==> config.mk <==
export PLATFORM = sky130hd
export DESIGN_NAME = text_buffer_arbiter
export DESIGN_NICKNAME = d
export VERILOG_FILES = /design/src/rtl/text_buffer_arbiter.sv
export SDC_FILE = /design/constraint.sdc
export NUM_CORES = 1
export LEC_CHECK = 0
export BUFFER_PORTS_ARGS = -buffer_cell sky130_fd_sc_hd__buf_2
export CAP_MARGIN = 20
export CELL_PAD_IN_SITES_DETAIL_PLACEMENT = 0
export CELL_PAD_IN_SITES_GLOBAL_PLACEMENT = 1
export CORE_AREA = 2 2 268 270
export CTS_CLUSTER_DIAMETER = 150
export DETAILED_ROUTE_END_ITERATION = 6
export DIE_AREA = 0 0 270 272
export GPL_ROUTABILITY_DRIVEN = 0
export PLACE_DENSITY_LB_ADDON = 0.1
export SETUP_SLACK_MARGIN = 0.4
export SKIP_LAST_GASP = 1
export SLEW_MARGIN = 20
export SYNTH_ARGS = -nofsm -noshare
export SYNTH_HDL_FRONTEND = slang
export SYNTH_SLANG_ARGS = --single-unit
==> constraint.sdc <==
create_clock -name clk_i -period 8.5 [get_ports clk_i]
set_clock_uncertainty 0.05 [all_clocks]
set_input_delay 0 -clock clk_i [delete_from_list [all_inputs] [get_ports clk_i]]
set_output_delay 0 -clock clk_i [all_outputs]
set_load 0.01 [all_outputs]
==> src/rtl/text_buffer_arbiter.sv <==
// text_buffer_arbiter: owns the 64-byte (4 rows x 16 cols) character buffer.
// It shares the single write port between an addressed writer (A) and a
// streaming cursor writer (B), and runs the full-screen clear sequence.
//
// Handshake: a transfer happens on a rising edge when valid && ready are both
// high. Ready is combinational from valid, state, clear_i and last grant.
// Ready never asserts without valid. At most one requester is granted per cycle.
module text_buffer_arbiter #(
    parameter logic [7:0] CLEAR_CHAR = 8'd32
) (
    input  logic       clk_i,
    input  logic       rst_i,
    input  logic [5:0] char_address_i,
    output logic [7:0] char_data_o,
    input  logic       clear_i,
    output logic       busy_o,
    input  logic       a_valid_i,
    output logic       a_ready_o,
    input  logic [5:0] a_addr_i,
    input  logic [7:0] a_data_i,
    input  logic       b_valid_i,
    output logic       b_ready_o,
    input  logic [7:0] b_data_i,
    input  logic       cursor_set_i,
    input  logic [5:0] cursor_i,
    output logic [5:0] cursor_o
);

    typedef enum logic {ST_CLEAR = 1'b0, ST_IDLE = 1'b1} state_t;

    localparam logic [7:0] NEWLINE = 8'h0A;
    localparam logic       GRANT_A = 1'b0;
    localparam logic       GRANT_B = 1'b1;

    state_t     state_q, state_d;
    logic [5:0] idx_q, idx_d;
    logic [5:0] cursor_q, cursor_d;
    logic       last_grant_q, last_grant_d;
    logic [7:0] mem_q [64];

    logic       a_ready, b_ready;
    logic       we;
    logic [5:0] waddr;
    logic [7:0] wdata;

    // State register
    always_ff @(posedge clk_i) begin
        if (rst_i) state_q <= ST_CLEAR;
        else       state_q <= state_d;
    end

    // Next-state logic: a clear request always (re)enters CLEAR
    always_comb begin
        state_d = state_q;
        case (state_q)
            ST_CLEAR: begin
                if (clear_i)              state_d = ST_CLEAR;
                else if (idx_q == 6'd63)  state_d = ST_IDLE;
            end
            ST_IDLE: begin
                if (clear_i) state_d = ST_CLEAR;
            end
            default: state_d = ST_CLEAR;
        endcase
    end

    // Output logic: round-robin grants and write-port mux
    always_comb begin
        a_ready = 1'b0;
        b_ready = 1'b0;
        we      = 1'b0;
        waddr   = idx_q;
        wdata   = CLEAR_CHAR;
        case (state_q)
            ST_CLEAR: begin
                we = 1'b1;
            end
            ST_IDLE: begin
                if (!clear_i) begin
                    if (a_valid_i && b_valid_i) begin
                        a_ready = (last_grant_q == GRANT_B);
                        b_ready = (last_grant_q == GRANT_A);
                    end else begin
                        a_ready = a_valid_i;
                        b_ready = b_valid_i;
                    end
                end
                if (a_ready) begin
                    we    = 1'b1;
                    waddr = a_addr_i;
                    wdata = a_data_i;
                end else if (b_ready && (b_data_i != NEWLINE)) begin
                    we    = 1'b1;
                    waddr = cursor_q;
                    wdata = b_data_i;
                end
            end
            default: ;
        endcase
    end

    // Datapath next values: clear index, stream cursor, last grant
    always_comb begin
        idx_d        = 6'd0;
        cursor_d     = cursor_q;
        last_grant_d = last_grant_q;
        if ((state_q == ST_CLEAR) && !clear_i) idx_d = idx_q + 6'd1;
        if (a_ready) last_grant_d = GRANT_A;
        if (b_ready) begin
            last_grant_d = GRANT_B;
            if (b_data_i == NEWLINE) cursor_d = {cursor_q[5:4] + 2'd1, 4'd0};
            else                     cursor_d = cursor_q + 6'd1;
        end
        // A load overrides the stream advance; the B write above used the old cursor.
        if ((state_q == ST_IDLE) && cursor_set_i) cursor_d = cursor_i;
        if (clear_i) cursor_d = 6'd0;
    end

    // Datapath registers
    always_ff @(posedge clk_i) begin
        if (rst_i) begin
            idx_q        <= 6'd0;
            cursor_q     <= 6'd0;
            last_grant_q <= GRANT_B;
        end else begin
            idx_q        <= idx_d;
            cursor_q     <= cursor_d;
            last_grant_q <= last_grant_d;
        end
    end

    // Character array write port; suppressed while reset is held
    always_ff @(posedge clk_i) begin
        if (!rst_i && we) mem_q[waddr] <= wdata;
    end

    assign char_data_o = mem_q[char_address_i];
    assign busy_o      = (state_q == ST_CLEAR);
    assign a_ready_o   = a_ready;
    assign b_ready_o   = b_ready;
    assign cursor_o    = cursor_q;

endmodule

### Word-level counts from Yosys, hierarchy flattened

Memories as Yosys holds them, arrays and structs flattened.
Cells that the tools add are included.
Widths: inputs -> output; s select.

| word-level totals | value |
|---|---|
| input port bits | 40 |
| output and inout bits | 17 |
| bits in writable memories | 512 |
| memories kept | 1 |
| flip-flop bits (word level) | 14 |

Memories:

| name | depth | width | rd ports | clocked after memory_dff | write ports | RTL line | text |
|---|---|---|---|---|---|---|---|
| mem_q | 64 | 8 | 1 | 0 | 1 | 39 | `logic [7:0] mem_q [64];` |

| operators by class | value |
|---|---|
| add/subtract/negate cells | 3 |
| equality and inequality tests | 3 |
| reductions and logical operators | 11 |
| multiplexer cells | 26 |
| bitwise gates (word level) | 3 |

Operators by type and width:

| kind | number |
|---|---|
| $mux 6 | 6 |
| $mux 8 | 3 |
| $mux 1 | 15 |
| $add 6x1->6 const B | 2 |
| $eq 8x4->1 const B | 1 |
| $ne 8x4->1 const B | 1 |
| $eq 6x6->1 const B | 1 |
| $reduce_or 2->1 | 3 |
| $logic_and 1x1->1 | 5 |
| $pmux 1 s2 | 2 |
| $not 1->1 | 3 |
| $add 2x1->2 const B | 1 |
| $logic_not 1->1 | 2 |
| $reduce_bool 2->1 | 1 |

### Logic depth before layout (Yosys ltp)

Gate-level depths: netlist (run 1).

| logic depth | value |
|---|---|
| depth after elaboration | 11 |
| gate-level depth with buffers | 9 |
| gate-level depth less buffers | 7 |

### Worst setup path after synthesis (run 1)

Ideal clock, no wire load.

| path | value |
|---|---|
| path kind | input to register |
| start point | input port b_data_i[4] |
| end point | memory mem_q[0][5] (data pin) |
| library setup time | 0.553 ns |
| path slack | 5.136 ns |
| stages | 5 |
| data required time | 7.897 ns |
| buffers on the path | 0 |
| arrival | 2.761 ns |
| cells stage by stage | or4_4 o211a_4 nand2_1 nor2_1 o22ai_1 |

| on the way | value |
|---|---|
| longest elaborated chain between the ends | 5 |

Ends and longest elaborated chain:

| item | RTL line | text |
|---|---|---|
| start, declared | 23 | `input logic [7:0] b_data_i,` |
| $ne 8x4->1 | 92 | `end else if (b_ready && (b_data_i != NEWLINE)) begin` |
| $logic_and 1x1->1 | 92 |  |
| $mux 8 | 92 |  |
| $mux 8 | 88 | `if (a_ready) begin` |
| $mux 8 | 74 | `case (state_q)` |
| via wdata[5] | 44 | `logic [7:0] wdata;` |
| end, declared | 39 |  |

The timed path passes the listed nets, and every way through them passes these cells.

### Worst setup path after layout (run 1)

| path | value |
|---|---|
| start point | register state_q |
| end point | memory mem_q[37][4], enable pin |

| on the way | value |
|---|---|
| longest elaborated chain between the ends | 5 |

Ends and longest elaborated chain:

| item | RTL line | text |
|---|---|---|
| start, declared | 35 | `state_t state_q, state_d;` |
| start signal, assigned | 49 | `else state_q <= state_d;` |
| $not 1->1 | - |  |
| $pmux 1 s2 | 74 |  |
| $logic_and 1x1->1 | 134 | `if (!rst_i && we) mem_q[waddr] <= wdata;` |
| $mux 1 | 134 |  |
| $mux 1 (implied by the code) | 134 |  |

Several ways; a longest one is shown, not always the timed one.

==> results.yml, run 1 <==
power:
  p_clk_frac: 0.465
  intPower_mw: 4.437
  sequentialPowerShare: 0.503
  p_switching_mw: 1.136
  power.leakage_nw: 8.781
  switching_share: 0.2039
  irDropWorstVdd_mv: 0.1723
  combPwrFrac: 0.032
  p_per_area_mw_per_mm2: 227.5
worst_setup_path:
  crit_path_max_fanout: 14
  slowest_stage: "nand4_1"
  start_kind: "flip-flop"
  crit_arrival_ns: 4.86
  crit_family: "simple AND/OR/NAND/NOR gates"
  crit_chain: "nor2b_1, nand3_1, inv_1, a21oi_4, a21oi_1, nand4_1, nor2_1"
  required_ns: 8.69
  path_buf_inv: 1
  crit_path_end_kind: "flip-flop"
  crit_path_max_incr_delay_ns: 0.96
  worstSetupPathType: "reg2reg"
synthesis:
  syn_avg_cell_area_um2: 20.49
  synth_warnings: 0
  synthesis.nets: 1063
  ys_top_cells_by_area: "edfxtp_1, mux4_2, nor2_1, dfxtp_1, mux2i_1"
  synthesis.area_mm2: 0.02092
  yosysSeqAreaShare: 0.7483
  ys.flop_type: "edfxtp_1"
  async_reset_ff_frac: 0
  synth_seq_cells: 526
  synth_area_leader_cell: "edfxtp_1"
  synth_top_area_frac: 0.7349
  syn-instance-count: 1021
  synth_cell_types: 69
  synth_edf_count: 512
detailed_routing:
  num_vias: 10303
  post_drt_wl_per_cell_um: 26.95
  wl_met1_mm: 25.24
  drt_drc_violations_left: 0
  vias_per_cell: 4.878
  met3_length_mm: 2.554
  drt_wl_total_mm: 56.92
  detail-route-antenna-nets: 0
  drtIter0Drc: 851
  detail_route.first_pass.iterations: 5
  met2_wirelength_mm: 28.06
  routed.top_layer: "met5"
run:
  max_cap_violations: 0
cts:
  cts_setup_buffers: 0
  cts_root_buffer: "clkbuf_16"
  clk_path_buf_depth: 3
  clk_latency_ns: 0.61
  cts.sinks: 526
  htree_levels: 2
  clk_pin_slew_ns: 0.06
  cts_buffers: 57
  cts_tree: "done"
sta:
  post-route-period-util: 0.5504
  slew_headroom: 0.3363
  rsz0062_at_grt: "false"
  min_period_ns: 4.678
  setup_violations: 0
  maxSlewViolCount: 0
  finalHoldViolCount: 0
  fmax_ghz: 0.2138
  worst_pin_slew_ns: 0.9919
  final.setup.tns_ns: 0
  hold_slack_ns: 0.07812
grt:
  grt_antenna_before_repair: 1
  track_usage: 0.1557
  grt_max_degree: 65
  grt_first_pass_wirelength_mm: 82.11
  grt_pass1_vias: 10820
  overflow: 0
layout:
  layout.nets: 1158
  diodes: 0
  drive_gt1_frac: 0.2831
  fillers: 6663
  fin_area_mm2: 0.02450
  syn_to_final_growth_pct: 17.12
die:
  dieWidth_um: 270
  num_rows: 98
  initial_core_util: 0.2957
  ios: 57
  core-area_mm2: 0.07075
  die_area_mm2: 0.07344
  die_y_um: 272
hold_path:
  hold_path_class: "in2reg"
placement:
  io_buffers: 56
  hpwlAfterDp_mm: 34.75
  placed_cell_area_mm2: 0.02235
run_status:
  outcome: "finished, final reports clean"
-- per-stage QoR --
step / instances / util / total power, mW / worst slack (ns)
6_report: 2112 / 0.3463 / 5.574 / 3.822
2_1_floorplan: 1021 / - / 2.971 / 5.136
5_1_grt: 2112 / 0.3463 / 5.752 / 3.486
3_5_place_dp: 1986 / 0.3159 / 3.039 / 3.802
3_3_place_gp: 1986 / 0.3157 / 3.040 / 4.012
4_1_cts: 2112 / 0.3463 / 5.648 / 3.781
-- cells in the final DEF, fill, tap and decap left out, types with 7 or more instances in the layout --
master / count
nor2b_1: 9
inv_1: 9
clkbuf_1: 9
nand2_1: 10
nor3_1: 8
edfxtp_1: 512
nand3_1: 8
o21ai_0: 13
clkbuf_16: 59
nor2_1: 76
buf_2: 53
mux4_2: 138
mux2i_1: 25
o22ai_1: 11
clkinv_1: 11
a211oi_1: 7
dfxtp_1: 14
bufinv_16: 10
buf_4: 20
clkinv_2: 14
a22o_2: 7
a221oi_1: 10
nor2_2: 8
dlygate4sd3_1: 21
-- power by group through the flow --
stage          clock network, mW  logic (mW)  registers [mW]
4_1_cts                     2.66       0.182            2.81
6_report                    2.59       0.177            2.81
2_1_floorplan                  0       0.111            2.86
3_3_place_gp                   0       0.179            2.86
3_5_place_dp                   0       0.178            2.86
5_1_grt                     2.76       0.190            2.80
-- cell usage after synthesis (all sizes together) (3+ instances only) --
| library cell | count |
|---|---|
| mux2 | 4 |
| o211ai | 3 |
| nand2b | 6 |
| o21ai | 16 |
| dfxtp | 14 |
| clkbuf | 35 |
| a32o | 3 |
| nor4 | 4 |
| nand3 | 8 |
| a211oi | 7 |
| mux2i | 25 |
| or3 | 4 |
| a221oi | 10 |
| inv | 9 |
| buf | 25 |
| nand2 | 10 |
| a22o | 13 |
| xor2 | 3 |
| nor3 | 10 |
| a21oi | 6 |
| or2 | 4 |
| mux4 | 138 |
| o22ai | 12 |
| edfxtp | 512 |
| nor2b | 9 |
| nor2 | 84 |
| o31ai | 5 |
-- worst register-to-register path, delay by kind of cell, from the launching register on --
family                 cells  cell delay (ns)
AO/OA/AOI/OAI              2             0.84
buffers and inverters      1             0.44
flip-flops                 1             0.63
AND/OR/NAND/NOR            4             2.35
-- routing by layer --
metal | GRT usage | up-vias
met5 | 0 | -
met2 | 0.2600 | 225
met1 | 0.2106 | 5529
li1 | - | 4477
met3 | 0.03050 | 70
met4 | 0.03553 | 2
-- final timing paths --
kind	startpoint	endpoint	slack (ns)	cells after the start
setup / recovery	state_q$_SDFF_PP0_	mem_q[37][4]$_DFFE_PP_	3.82	7
hold / removal	a_addr_i[1]	mem_q[41][2]$_DFFE_PP_	0.08	3
setup reg to reg	state_q$_SDFF_PP0_	mem_q[37][4]$_DFFE_PP_	3.82	7
hold reg to reg	idx_q[0]$_SDFF_PP0_	idx_q[0]$_SDFF_PP0_	0.41	1
-- registers in the layout (all words and copies together) (netlist names) --
register,cells
state_q,1
last_grant_q,1
cursor_o,6
idx_q,6
mem_q,512
-- cells by family after synthesis --
family                   Yosys count  synth area share
flip-flops                       526            0.7483
multiplexers                     167            0.1627
AND/OR/NAND/NOR                  151           0.03499
AO/OA/AOI/OAI                    101           0.03708
buffers and inverters             70           0.01411
XOR/XNOR                           4          0.001675
adder cells (fa/ha/maj)            2          0.001196
-- what timing repair did --
item                                   4_1_cts  5_1_grt
hold buffers                                21        0
endpoints found under the hold margin       14        0
gates resized for setup                      0        0
-- layout make-up --
type	count	area [um^2]	share of cell area
clock buffer	68	1510	0.06163
clock inverter	37	434.2	0.01772
inverter	10	37.54	0.001532
multi-input combinational	425	5027	0.2052
sequential	526	15660	0.6389
tap	950	1189	0.04851
timing repair buffer	96	650.6	0.02655
Note: power is estimated with default switching activity, not from simulation.
==> inputs of run 2 (changes only) <==
clock period = 4.73 ns   (was 8.5 ns; I/O delays follow)
==> run 2 against run 1 <==
Sequential share of layout area decreased by 0.37 points; routed wire length increased by 1.3%; non-clock buffer count increased by 44; maximum frequency increased by 17%; register-to-register slack got worse by 3.1 ns; largest cell class unchanged; largest power group unchanged; flip-flop and latch count unchanged; via count increased by 2.2%; clock power increased by 62%; highest routed layer unchanged; critical path depth unchanged.
==> results.yml, run 2 (synthesis results as in run 1) <==
hold_path:
  hold_path_class: "in2reg"
  min_from: "a_addr_i[1]"
  whs_endpoint: "mem_q[41][1]$_DFFE_PP_"
  min_delay_path_depth: 4
worst_setup_path:
  r2r_start: "state_q$_SDFF_PP0_"
  start_kind: "flip-flop"
  crit_arrival_ns: 4.20
  required_ns: 4.93
  crit_path_end_kind: "flip-flop"
  crit_family: "simple AND/OR/NAND/NOR gates"
  rrSetupSlack_ns: 0.73
  crit_chain: "nor2b_1, nand3_1, inv_1, a21oi_4, a211o_1, or4_1, nor2_2"
  crit_path_max_incr_delay_ns: 0.94
  slowest_stage: "or4_1"
  path_buf_inv: 1
  reg2regPathDepth: 7
  r2r-end: "mem_q[9][3]$_DFFE_PP_"
  crit_path_max_fanout: 14
  worstSetupPathType: "reg2reg"
layout:
  final_cell_mix: "edfxtp_1, mux4_2, nor2_1"
  diodes: 0
  utilization: 0.3484
  largest_reg_flops: 512
  regMostFlops: "mem_q"
  final_common_cell: "edfxtp_1"
  fillers: 6697
  drive_gt1_frac: 0.2976
  fin_cells: 2153
  syn_to_final_growth_pct: 17.80
  fin_area_mm2: 0.02465
  layout.nets: 1201
sta:
  final.setup.tns_ns: 0
  min_period_ns: 4.000
  post-route-period-util: 0.8457
  rsz0062_at_grt: "false"
  finalHoldViolCount: 0
  hold_slack_ns: 0.1213
  slew_headroom: 0.3621
  setup_violations: 0
  worst_pin_slew_ns: 0.9568
  fmax_ghz: 0.2500
  maxSlewViolCount: 0
  setup_slack_ns: 0.7299
cts:
  cts_tree: "done"
  clk_latency_ns: 0.60
  clk_pin_slew_ns: 0.07
  cts.sinks: 526
  clk_path_buf_depth: 3
  cts_root_buffer: "clkbuf_16"
  htree_levels: 2
  cts_buffers: 56
detailed_routing:
  vias_per_cell: 4.891
  num_vias: 10530
  post_drt_wl_per_cell_um: 26.78
  detail-route-antenna-nets: 0
  drtIter0Drc: 671
  detail_route.first_pass.iterations: 4
  drt_drc_violations_left: 0
  drt_wl_total_mm: 57.66
placement:
  io_buffers: 56
  dp_slack_ns: 0.6448
  placed_cell_area_mm2: 0.02272
  dp_cells: 2030
  hpwlAfterDp_mm: 36.48
power:
  irDropWorstVdd_mv: 0.2720
  p_per_area_mw_per_mm2: 387.3
  power.leakage_nw: 7.014
  power_mw: 9.545
grt:
  grt_max_degree: 65
  grt_first_pass_wirelength_mm: 83.68
  grt_antenna_before_repair: 1
  grt_pass1_vias: 11088
  overflow: 0
  track_usage: 0.1586
die:
  dieWidth_um: 270
  ios: 57
  core-area_mm2: 0.07075
  die_y_um: 272
  initial_core_util: 0.2957
  die_area_mm2: 0.07344
  num_rows: 98
run_status:
  outcome: "finished, final reports clean"
run:
  max_cap_violations: 0
-- run 2: cell types whose count changed in the layout (fill, tap and decap cells not counted), sizes merged --
cell / delta
bufinv: -7
buf: +44
clkbuf: +9
clkinv: -9
clkinvlp: +3
inv: +1
-- run 2: final cells by class --
| cell class | instances | area, um^2 | area share |
|---|---|---|---|
| repair buffers | 140 | 1044 | 0.04234 |
| inverters | 10 | 37.54 | 0.001523 |
| clock inverters | 25 | 211.5 | 0.008580 |
| multi-input cells | 425 | 5009 | 0.2032 |
| well taps | 950 | 1189 | 0.04823 |
| flip-flops and latches | 526 | 15660 | 0.6352 |
| clock buffers | 77 | 1501 | 0.06092 |
-- run 2: worst max-delay path by stage --
stage / from / to / slack, ns / cells after the start
floorplan: b_data_i[4] / mem_q[0][5]$_DFFE_PP_ / 1.37 / 5
global placement: state_q$_SDFF_PP0_ / mem_q[62][4]$_DFFE_PP_ / 0.73 / 8
detailed placement: state_q$_SDFF_PP0_ / mem_q[62][4]$_DFFE_PP_ / 0.64 / 8
CTS: state_q$_SDFF_PP0_ / mem_q[62][3]$_DFFE_PP_ / 0.67 / 8
global route: state_q$_SDFF_PP0_ / mem_q[57][3]$_DFFE_PP_ / 0.43 / 7
finish: state_q$_SDFF_PP0_ / mem_q[9][3]$_DFFE_PP_ / 0.73 / 7
-- run 2: worst register-to-register path, cell delays in order, from the launching register on --
cell     delay [ns]
dfxtp_1        0.61
nor2b_1        0.23
nand3_1        0.19
inv_1          0.45
a21oi_4        0.14
a211o_1        0.47
or4_1          0.94
nor2_2         0.56
-- run 2: per-layer routing --
| layer | global-route usage | wire length (um) | vias up |
|---|---|---|---|
| met4 | 0.04327 | 1405 | 2 |
| met1 | 0.2269 | 27380 | 5677 |
| li1 | - | - | 4567 |
| met2 | 0.2525 | 26850 | 201 |
| met3 | 0.02398 | 2016 | 83 |
| met5 | 0 | 13 | - |
-- run 2: what timing repair did --
action                                  CTS  global route
endpoints found under the hold margin    14             0
endpoints found under the setup margin    0             8
resized for setup                         0             1
hold buffers                             21             0
buffers inserted                          0             0
-- run 2: power breakdown --
group	internal [mW]	switching, mW
combinational	0.124	0.179
clock	2.38	1.82
sequential	5.04	0.00284
==> inputs of run 3 (changes only) <==
clock period = 3.57 ns   (was 4.73 ns; I/O delays follow)
==> run 3 against run 2 <==
Global-route usage fell by 0.055 points; routed wire length is 0.40% higher; clock-buffer cell count down 4; via count rose by 2.1%; core utilization up 0.69 points; final cell count grew 2.5%; sequential share of layout area is 1.2 points lower; total power increased by 34%; register-to-register slack got worse by 0.18 ns; design area increased by 2.0%; largest power group unchanged.
==> results.yml, run 3 (synthesis results as in run 1) <==
die:
  die_y_um: 272
  core-area_mm2: 0.07075
  initial_core_util: 0.2957
  die_area_mm2: 0.07344
  ios: 57
  dieWidth_um: 270
  num_rows: 98
sta:
  rsz0062_at_grt: "false"
  setup_slack_ns: 0.5078
  min_period_ns: 3.062
  maxSlewViolCount: 0
  setup_violations: 0
  slew_headroom: 0.3440
  final.setup.tns_ns: 0
  fmax_ghz: 0.3266
  post-route-period-util: 0.8578
  finalHoldViolCount: 0
  worst_pin_slew_ns: 0.9804
cts:
  clk_latency_ns: 0.62
  cts_tree: "done"
  clk_pin_slew_ns: 0.06
  htree_levels: 2
  clk_path_buf_depth: 3
  cts.sinks: 526
  cts_buffers: 57
  cts_root_buffer: "clkbuf_16"
layout:
  drive_gt1_frac: 0.3294
  layout.nets: 1257
  final_common_cell: "edfxtp_1"
  diodes: 0
  syn_to_final_growth_pct: 20.15
  fillers: 6629
  regMostFlops: "mem_q"
  fin_area_mm2: 0.02514
  largest_reg_flops: 512
  final_cell_mix: "edfxtp_1, mux4_2, buf_4"
  utilization: 0.3553
grt:
  grt_pass1_vias: 11249
  grt_max_degree: 65
  grt_first_pass_wirelength_mm: 83.19
  overflow: 0
  track_usage: 0.1581
  grt_antenna_before_repair: 2
power:
  p_per_area_mw_per_mm2: 508.5
  power.leakage_nw: 7.343
  irDropWorstVdd_mv: 0.4014
  power_mw: 12.78
detailed_routing:
  drtIter0Drc: 798
  detail-route-antenna-nets: 0
  num_vias: 10754
  drt_drc_violations_left: 0
  vias_per_cell: 4.873
  post_drt_wl_per_cell_um: 26.23
  detail_route.first_pass.iterations: 5
  drt_wl_total_mm: 57.89
run:
  max_cap_violations: 0
worst_setup_path:
  worstSetupPathType: "reg2out"
  start_kind: "flip-flop"
  crit_path_max_fanout: 1
  crit_arrival_ns: 3.01
  required_ns: 3.52
  crit_path_end_kind: "output pin"
placement:
  dp_slack_ns: 0.4435
  io_buffers: 56
  placed_cell_area_mm2: 0.02315
  hpwlAfterDp_mm: 37.17
run_status:
  outcome: "finished, final reports clean"
hold_path:
  hold_path_class: "in2reg"
run 3: cell count changes in the layout (fill, tap and decap cells not counted), moves of 2 or more:
cell        change
inv_6           -2
clkinv_8        +2
buf_4          +54
clkinv_1        +4
clkbuf_1        -4
clkinvlp_4      -3
bufinv_16       +2
run 3: path summary, 6_finish.rpt:
check,cells past startpoint,start,slack [ns],end
max reg2reg,8,last_grant_q$_SDFFE_PP1P_,0.55,mem_q[49][4]$_DFFE_PP_
min,3,a_data_i[1],0.05,mem_q[4][1]$_DFFE_PP_
min reg2reg,1,idx_q[0]$_SDFF_PP0_,0.42,idx_q[0]$_SDFF_PP0_
max,7,mem_q[33][5]$_DFFE_PP_,0.51,char_data_o[5]
run 3: power by group:
group,total [mW],switching [mW],leakage (nW),internal [mW]
logic,0.431,0.250,2.32,0.180
registers,6.68,0.00388,4.17,6.68
clock network,5.67,2.39,0.858,3.28
run 3: area by class of cell:
type	instances	area, um^2	area share
Clock buffer	73	1486	0.05913
Clock inverter	28	275.3	0.01095
Inverter	10	37.54	0.001493
Multi-Input combinational cell	425	5025	0.1999
Sequential cell	526	15660	0.6228
Tap cell	950	1189	0.04729
Timing Repair Buffer	195	1469	0.05844
run 3: worst max-delay path: stages, from the launching register on:
cell and delay, ns:
edfxtp_1 0.39, mux4_2 0.48, nor2b_1 0.15, a211oi_1 0.45, a2111oi_0 0.17, buf_4 0.21, a311o_1 0.39, buf_2 0.17
run 3: what timing repair did:
| item | CTS | global route |
|---|---|---|
| buffers inserted | 0 | 0 |
| hold buffers | 21 | 0 |
| gates resized for setup | 0 | 2 |
| endpoints found under the setup margin | 0 | 106 |
| endpoints found under the hold margin | 14 | 0 |
run 3: metrics by stage:
| stage | hold WS [ns] | instances |
|---|---|---|
| after CTS | 0.03441 | 2207 |
| after detailed placement | 0.2126 | 2085 |
| after floorplan | 0.04436 | 1021 |
| final | 0.05237 | 2207 |
| after global routing | 0.08818 | 2207 |
| after global placement | 0.2147 | 2085 |
run 3: metal layers:
layer / wire length [um] / GRT usage
met1: 27810 / 0.2296
met5: 0 / 0
met4: 1326 / 0.04708
met3: 2012 / 0.02160
met2: 26750 / 0.2475
